`src/rtl/alu_sweep_sequencer.sv`:
```
// alu_sweep_sequencer: walks an external ALU through every select code enabled
// in a latched mask. Each code is held for SETTLE_CYC cycles, then the 16-bit
// result is captured into an 8-entry buffer, flagged valid and added to a
// running modulo-2^16 sum. Codes run in ascending order; unmasked codes are skipped.
module alu_sweep_sequencer #(
  parameter int SETTLE_CYC = 1
) (
  input  logic        clk,
  input  logic        rst_n,
  input  logic        start,
  input  logic [7:0]  op_a,
  input  logic [7:0]  op_b,
  input  logic [7:0]  op_mask,
  output logic [7:0]  alu_a,
  output logic [7:0]  alu_b,
  output logic [2:0]  alu_s,
  input  logic [7:0]  alu_yh,
  input  logic [7:0]  alu_yl,
  output logic        busy,
  output logic        done,
  output logic [7:0]  res_valid,
  output logic [15:0] sum,
  input  logic [2:0]  rd_addr,
  output logic [15:0] rd_data
);

  typedef enum logic [1:0] {
    S_IDLE,
    S_SETTLE,
    S_CAPTURE,
    S_DONE
  } state_t;

  // Counter reload: SETTLE is left when the counter reaches zero, so loading
  // SETTLE_CYC-1 gives exactly SETTLE_CYC cycles in SETTLE.
  localparam logic [3:0] CNT_LOAD = 4'(SETTLE_CYC - 1);

  state_t      state_q, state_d;
  logic [7:0]  alu_a_q, alu_a_d;
  logic [7:0]  alu_b_q, alu_b_d;
  logic [2:0]  alu_s_q, alu_s_d;
  logic [7:0]  mask_q, mask_d;
  logic [3:0]  cnt_q, cnt_d;
  logic        busy_q, busy_d;
  logic        done_q, done_d;
  logic [7:0]  res_valid_q, res_valid_d;
  logic [15:0] sum_q, sum_d;
  logic [15:0] rd_data_q, rd_data_d;
  logic [15:0] buf_q [8];
  logic [15:0] buf_d [8];
  logic [15:0] alu_y;
  logic [3:0]  nxt;

  assign alu_y = {alu_yh, alu_yl};

  // Lowest set mask bit at or above 'from'; 8 means none remain.
  function automatic logic [3:0] next_code(input logic [7:0] mask, input logic [3:0] from);
    logic [3:0] code;
    code = 4'd8;
    for (int k = 7; k >= 0; k--) begin
      if (mask[k] && (4'(k) >= from)) code = 4'(k);
    end
    return code;
  endfunction

  // Next-state and next-output logic for the sweep FSM, buffer and read port.
  always_comb begin
    // NOTE: every _d takes its hold value first, so no path leaves one unassigned and no latch is inferred.
    state_d     = state_q;
    alu_a_d     = alu_a_q;
    alu_b_d     = alu_b_q;
    alu_s_d     = alu_s_q;
    mask_d      = mask_q;
    cnt_d       = cnt_q;
    busy_d      = busy_q;
    done_d      = 1'b0;
    res_valid_d = res_valid_q;
    sum_d       = sum_q;
    buf_d       = buf_q;
    nxt         = 4'd8;
    // Registered read sees the buffer before any write on the same edge.
    rd_data_d   = buf_q[rd_addr];

    case (state_q)
      S_IDLE: begin
        if (start) begin
          alu_a_d     = op_a;
          alu_b_d     = op_b;
          mask_d      = op_mask;
          res_valid_d = '0;
          sum_d       = '0;
          nxt         = next_code(op_mask, 4'd0);
          if (nxt[3]) begin
            // Empty mask: straight to DONE without ever raising busy.
            alu_s_d = '0;
            busy_d  = 1'b0;
            done_d  = 1'b1;
            state_d = S_DONE;
          end else begin
            alu_s_d = nxt[2:0];
            cnt_d   = CNT_LOAD;
            busy_d  = 1'b1;
            state_d = S_SETTLE;
          end
        end
      end
      S_SETTLE: begin
        if (cnt_q == 4'd0) state_d = S_CAPTURE;
        else               cnt_d   = cnt_q - 4'd1;
      end
      S_CAPTURE: begin
        buf_d[alu_s_q]       = alu_y;
        res_valid_d[alu_s_q] = 1'b1;
        sum_d                = sum_q + alu_y;
        nxt                  = next_code(mask_q, {1'b0, alu_s_q} + 4'd1);
        if (nxt[3]) begin
          busy_d  = 1'b0;
          done_d  = 1'b1;
          state_d = S_DONE;
        end else begin
          alu_s_d = nxt[2:0];
          cnt_d   = CNT_LOAD;
          state_d = S_SETTLE;
        end
      end
      S_DONE: begin
        state_d = S_IDLE;
      end
      default: begin
        state_d = S_IDLE;
      end
    endcase
  end

  // State and output registers, cleared asynchronously.
  always_ff @(posedge clk or negedge rst_n) begin
    if (!rst_n) begin
      state_q     <= S_IDLE;
      alu_a_q     <= '0;
      alu_b_q     <= '0;
      alu_s_q     <= '0;
      mask_q      <= '0;
      cnt_q       <= '0;
      busy_q      <= 1'b0;
      done_q      <= 1'b0;
      res_valid_q <= '0;
      sum_q       <= '0;
      rd_data_q   <= '0;
      // NOTE: the result buffer must read back zero after reset, so it is built from resettable flops rather than a RAM.
      for (int i = 0; i < 8; i++) buf_q[i] <= '0;
    end else begin
      // NOTE: non-blocking assignments so every register samples pre-edge values.
      state_q     <= state_d;
      alu_a_q     <= alu_a_d;
      alu_b_q     <= alu_b_d;
      alu_s_q     <= alu_s_d;
      mask_q      <= mask_d;
      cnt_q       <= cnt_d;
      busy_q      <= busy_d;
      done_q      <= done_d;
      res_valid_q <= res_valid_d;
      sum_q       <= sum_d;
      rd_data_q   <= rd_data_d;
      for (int i = 0; i < 8; i++) buf_q[i] <= buf_d[i];
    end
  end

  assign alu_a     = alu_a_q;
  assign alu_b     = alu_b_q;
  assign alu_s     = alu_s_q;
  assign busy      = busy_q;
  assign done      = done_q;
  assign res_valid = res_valid_q;
  assign sum       = sum_q;
  assign rd_data   = rd_data_q;

endmodule
```
`config.mk`:
```
export PLATFORM = sky130hd
export DESIGN_NAME = alu_sweep_sequencer
export DESIGN_NICKNAME = d
export VERILOG_FILES = /design/src/rtl/alu_sweep_sequencer.sv
export SDC_FILE = /design/constraint.sdc
export NUM_CORES = 1
export LEC_CHECK = 0
export CORE_MARGIN = 3
export CORE_UTILIZATION = 50
export CTS_BUF_LIST = sky130_fd_sc_hd__clkbuf_8
export CTS_CLUSTER_SIZE = 14
export DETAILED_ROUTE_END_ITERATION = 8
export HOLD_SLACK_MARGIN = 0.05
export PLACE_DENSITY = 0.75
export SETUP_SLACK_MARGIN = 0.1
export SLEW_MARGIN = 20
export SYNTH_ARGS = -nofsm -noshare
export SYNTH_HDL_FRONTEND = slang
export SYNTH_SLANG_ARGS = --single-unit
```
`constraint.sdc`:
```
create_clock -name clk -period 2.4 [get_ports clk]
set_clock_uncertainty 0.2 [all_clocks]
set_input_delay 0.24 -clock clk [delete_from_list [all_inputs] [get_ports clk]]
set_output_delay 0.24 -clock clk [all_outputs]
set_load 0.01 [all_outputs]
```
Word-level counts from Yosys, hierarchy flattened --
Index checks and enable logic that the tools add are counted.
Word-level totals: register bits after elaboration 203, latch bits 0, RAM bits 0, memory bits (read-only) 0, input bits 46, output and inout bits 61, word-level logic and storage cells 120, memories kept 0
Cells by class: add/subtract/negate cells 3, multiply operators 0, div/mod/pow operators 0, magnitude comparators 13, equality and inequality tests 9, shifts and indexed selects 0, multiplexer cells 53, bitwise operators 3, reduce and logical (&&, ||, !) cells 20
Operators by type and width (number):
- $bwmux W128 | 1
- $mux W4 | 23
- $mux W16 | 4
- $bmux W16 S3 | 1
- $demux W16 S3 | 1
- $pmux W16 S2 | 1
- $add A16 B16 Y16 | 1
- $ge A3 B4 Y1 const A | 4
- $pmux W8 S2 | 1
- $ne A2 B2 Y1 const B | 6
- $pmux W4 S3 | 1
- $logic_and A1 B1 Y1 | 10
- $mux W3 | 3
- $ge A1 B4 Y1 const A | 2
- $ge A2 B4 Y1 const A | 2
- $ge A4 B4 Y1 const B | 2
- $mux W2 | 4
- $mux W8 | 1
- $not A3 Y4 | 2
- $or A8 B8 Y8 | 1
- $pmux W2 S4 | 1
- $mux W1 | 7
- $pmux W3 S2 | 1
- $reduce_and A2 Y1 | 3
- other kinds (15) | 18

Depth between registers and ports, before layout --
depth after elaboration 14, depth in mapped cells 10, gate-level depth less buffers 9

Least setup slack after synthesis --
OpenSTA, ideal clock, no wires.
path kind reg-to-reg, start reg alu_s_q[0], in the netlist alu_s[0], end reg alu_s_q[0], in the netlist alu_s[0], setup time 125 ps, arrival time 2351 ps, required time 2075 ps, path slack -276 ps, cell stages (with the launch flop) 10, buffers on the path 1, period minus slack after synthesis 2676 ps, cells stage by stage dfrtp_1 buf_2 inv_1 ha_1 a22o_1 a21o_1 o31ai_1 o211a_1 or2_1 mux2_2
On the way: longest elaborated chain between the ends 14, elaborated cells on any way between the ends 30, those cells by class add/sub (1); order compare (8); eq/ne (1); mux (11); reduce/logical (9)
RTL lines:
- start: declaration | line 41 | logic [2:0] alu_s_q, alu_s_d;
- start signal: assignment | line 156 | alu_s_q <= alu_s_d;
- $add A3 B1 Y4 * | line 115 | nxt = next_code(mask_q, {1'b0, alu_s_q} + 4'd1);
- $ge A3 B4 Y1 | line 61 | if (mask[k] && (4'(k) >= from)) code = 4'(k);
- $logic_and A1 B1 Y1 | line 61
- $mux W4 (7 in a row) | line 61
- $mux W4 * | line 61
- $mux W4 * | line 84 | case (state_q)
- $mux W3 / $ne A2 B2 Y1 (equally long branches)
- $pmux W3 S2 / $reduce_and A3 Y1 (equally long branches)
Every way passes the cells marked *; elsewhere a longest branch is shown, timed or not. The select of a mux whose other input is x is not followed. A chain may end at the register's enable or synchronous reset.

Final worst setup path --
start reg sum_q[0], in the netlist sum[0], end reg sum_q[14], in the netlist sum[14]
On the way: longest elaborated chain between the ends 2
RTL lines:
- start: declaration | line 47 | logic [15:0] sum_q, sum_d;
- start signal: assignment | line 162 | sum_q <= sum_d;
- $add A16 B16 Y16 | line 114 | sum_d = sum_q + alu_y;
- $pmux W16 S2 | line 84
No other way between the ends.

==> flow_summary.toml <==
[sta]
finalSetupViolCount = 0
rsz0062_at_grt = "yes"
slew_violations = 0
max_freq_ghz = 0.4183
timing.slew.headroom_pct = 61.09
final.setup.worst_slack_ps = 9.336
hold-worst-slack_ps = 79.31
fin_crit_sh_pct = 99.61
fin_crit_ps = 2391
finalHoldViolCount = 0
worstMarginPinSlew_ps = 583.7

[global_routing]
grt_start_max_net_pins = 66
grt_pass1_wl_um = 36900
antenna_found_initial = 0
globalRouteTotalUtil_pct = 22.99
grt_pass1_vias = 7085
overflow = 0

[floorplan]
fp.dieH_um = 143.3
rows = 49
io_pins = 107
die_x_um = 143.3
die_area_um2 = 20530
coreArea_um2 = 18210
initial_utilization_pct = 51.76

[cts]
clockBufferDepth = 3
htreeDepth = 2
cts_num_sinks = 203
cts_tree = "done"
cts_inserted_buffers = 35
clk_pin_slew_ps = 60
clk_latency_ps = 510
clockRootBuffer = "clkbuf_8"

[synth]
synth_fp_nets = 746
synth_flop_cell = "dfrtp_1"
yosys-top-cells-area = "dfrtp_1 (54%), mux2_2 (20%), mux4_2 (7.6%)"
yosysWarnings = 0
synth_most_common_cell = "dfrtp_1"
yosysTopAreaCellShare_pct = 53.90
yosysSeqAreaShare_pct = 53.90
synth_area_um2 = 9424
synth_common_cells = "dfrtp_1 (203), mux2_2 (169), mux4_2 (32)"
synth_top_area_cell = "dfrtp_1"
synth-seq-cells = 203
synth_edf_count = 0
synth_cells = 679
synth_cell_type_count = 61
postSynthAreaPerCell_um2 = 13.88
synth_async_sr_flop_share_pct = 100.0

[placed_design]
post-place-ws_ps = -440.7
port_buffers = 106
post_dp_cell_area_um2 = 11480
dp_hpwl_um = 15150
gp_congestion = 0.8798

[critical_path]
startpoint_type = "flip-flop"
cpMostUsedCell = "a21o_1"
required_ps = 2590
critical-path-max-stage-delay_ps = 410
path_cells = "ha_4 -> fa_2 -> a21o_1 -> a21o_1 -> a21oi_2 -> o211ai_1 -> nand3b_1 -> mux2i_1 -> nand2_1"
crit_path_start = "sum[0]"
cp_slowest_cell = "dfrtp_1"
cp_top_family = "compound AO/OA/AOI/OAI gates"
timing.rr.start = "sum[0]"
end_kind = "flip-flop"
critical_path_buf_inv_count = 0
arrival_ps = 2580
worstPathMaxFanout = 4
critPathKind = "flip-flop to flip-flop"

[route]
drt-met1-wl_um = 9508
highest_layer = "met4"
wl_um = 22880
via_count = 6362
wl_met3_um = 1272
dr.pass1.iters = 4
viasPerCell = 5.610
drc = 0
drtIter0Drc = 345
wl_per_cell_um = 20.17
ant_nets = 0
wl_met2_um = 11710

[final_layout]
finalInstanceArea_um2 = 12360
antenna_cells = 0
area_growth_pct = 31.12
utilization_pct = 67.86
nets = 954
drive_gt1_share_pct = 43.87

[run_status]
status = "finished, final reports clean"

[power]
ir_worst_vdd_mv = 0.7282
p_leak_uw = 0.005540
power_uw = 13620
powerDensity_nw_per_um2 = 1102

[worst_hold_path]
hold_path.class = "primary input to asynchronous set/reset pin"

[flow_run]
cap_violations = 0
==> per-stage QoR <==
| step | setup TNS, ps | instances |
|---|---|---|
| 6_report | 0 | 1134 |
| 5_1_grt | -121.6 | 1134 |
| 4_1_cts | 0 | 1129 |
| 3_5_place_dp | -3174 | 1068 |
| 3_3_place_gp | -2790 | 1068 |
| 2_1_floorplan | 0 | 679 |
==> state kept, by name, indices dropped and copies added (netlist names), 2 cells and up <==
name       cells
mask_q         8
cnt_q          4
alu_s          3
rd_data       16
sum           16
buf_q        128
alu_a          8
alu_b          8
state_q        2
res_valid      8
==> power by group <==
group | internal (uW) | switching [uW] | total (uW)
combinational | 3010 | 2030 | 5040
clock | 1740 | 1330 | 3070
sequential | 4750 | 761 | 5510
total | 9500 | 4120 | 13600
==> cell usage in the layout (no fill, tap or decap), drive strengths merged, types with 7 or more instances in the layout <==
cell           Yosys  layout
a21oi             22      22
nand2             29      29
mux4              32      32
nand3             10      10
buf               18      97
clkbuf            14      45
nor2              30      30
dfrtp            203     203
nor3               7       7
inv               12      17
o21ai             31      31
clkdlybuf4s50      0     104
mux2             169     169
ha                20      20
==> metal layers <==
| metal | vias up | GRT usage [%] |
|---|---|---|
| li1 | 2917 | - |
| met1 | 3244 | 28.97 |
| met2 | 169 | 39.47 |
| met3 | 32 | 5.691 |
| met4 | 0 | 7.284 |
| met5 | - | 0 |
==> layout make-up <==
cell class                      instances  area, um^2
Sequential cell                       203        5084
Inverter                               12       45.04
Clock inverter                         11       73.82
Fill cell                            1267        5852
Multi-Input combinational cell        432        4359
Clock buffer                           44       605.6
Timing Repair Buffer                  203        1903
Tap cell                              229       286.5
==> kinds of logic (layout without fill, tap and decap cells) <==
family	count (synthesis)	count (layout)	synth area share, %
buffers and inverters	44	270	2.031
AOI/OAI and AO/OA	91	91	6.187
muxes	205	205	28.27
xor gates and xnor gates	9	9	0.8364
and+or+nand+nor	106	106	5.908
DFF	203	203	53.90
adders and majority gates	21	21	2.868
==> repair_timing <==
action / 4_1_cts / 5_1_grt
gates resized for setup: 12 / 21
setup buffers: 5 / 5
setup endpoints to repair: 15 / 17
pin swaps: 7 / 13
hold buffers: 1 / 0
hold endpoints to repair: 149 / 0
==> worst paths after layout <==
kind	end	slack, ps	depth (start not counted)
hold reg to reg	res_valid[2]	300	2
setup reg to reg	sum[14]	9	9
max in group asynchronous	alu_s[1]	1050	3
setup / recovery	sum[14]	9	9
min in group clk	alu_b[3]	140	2
hold / removal	buf_q[41]	80	2
Note: power is estimated with default switching activity, not from simulation.
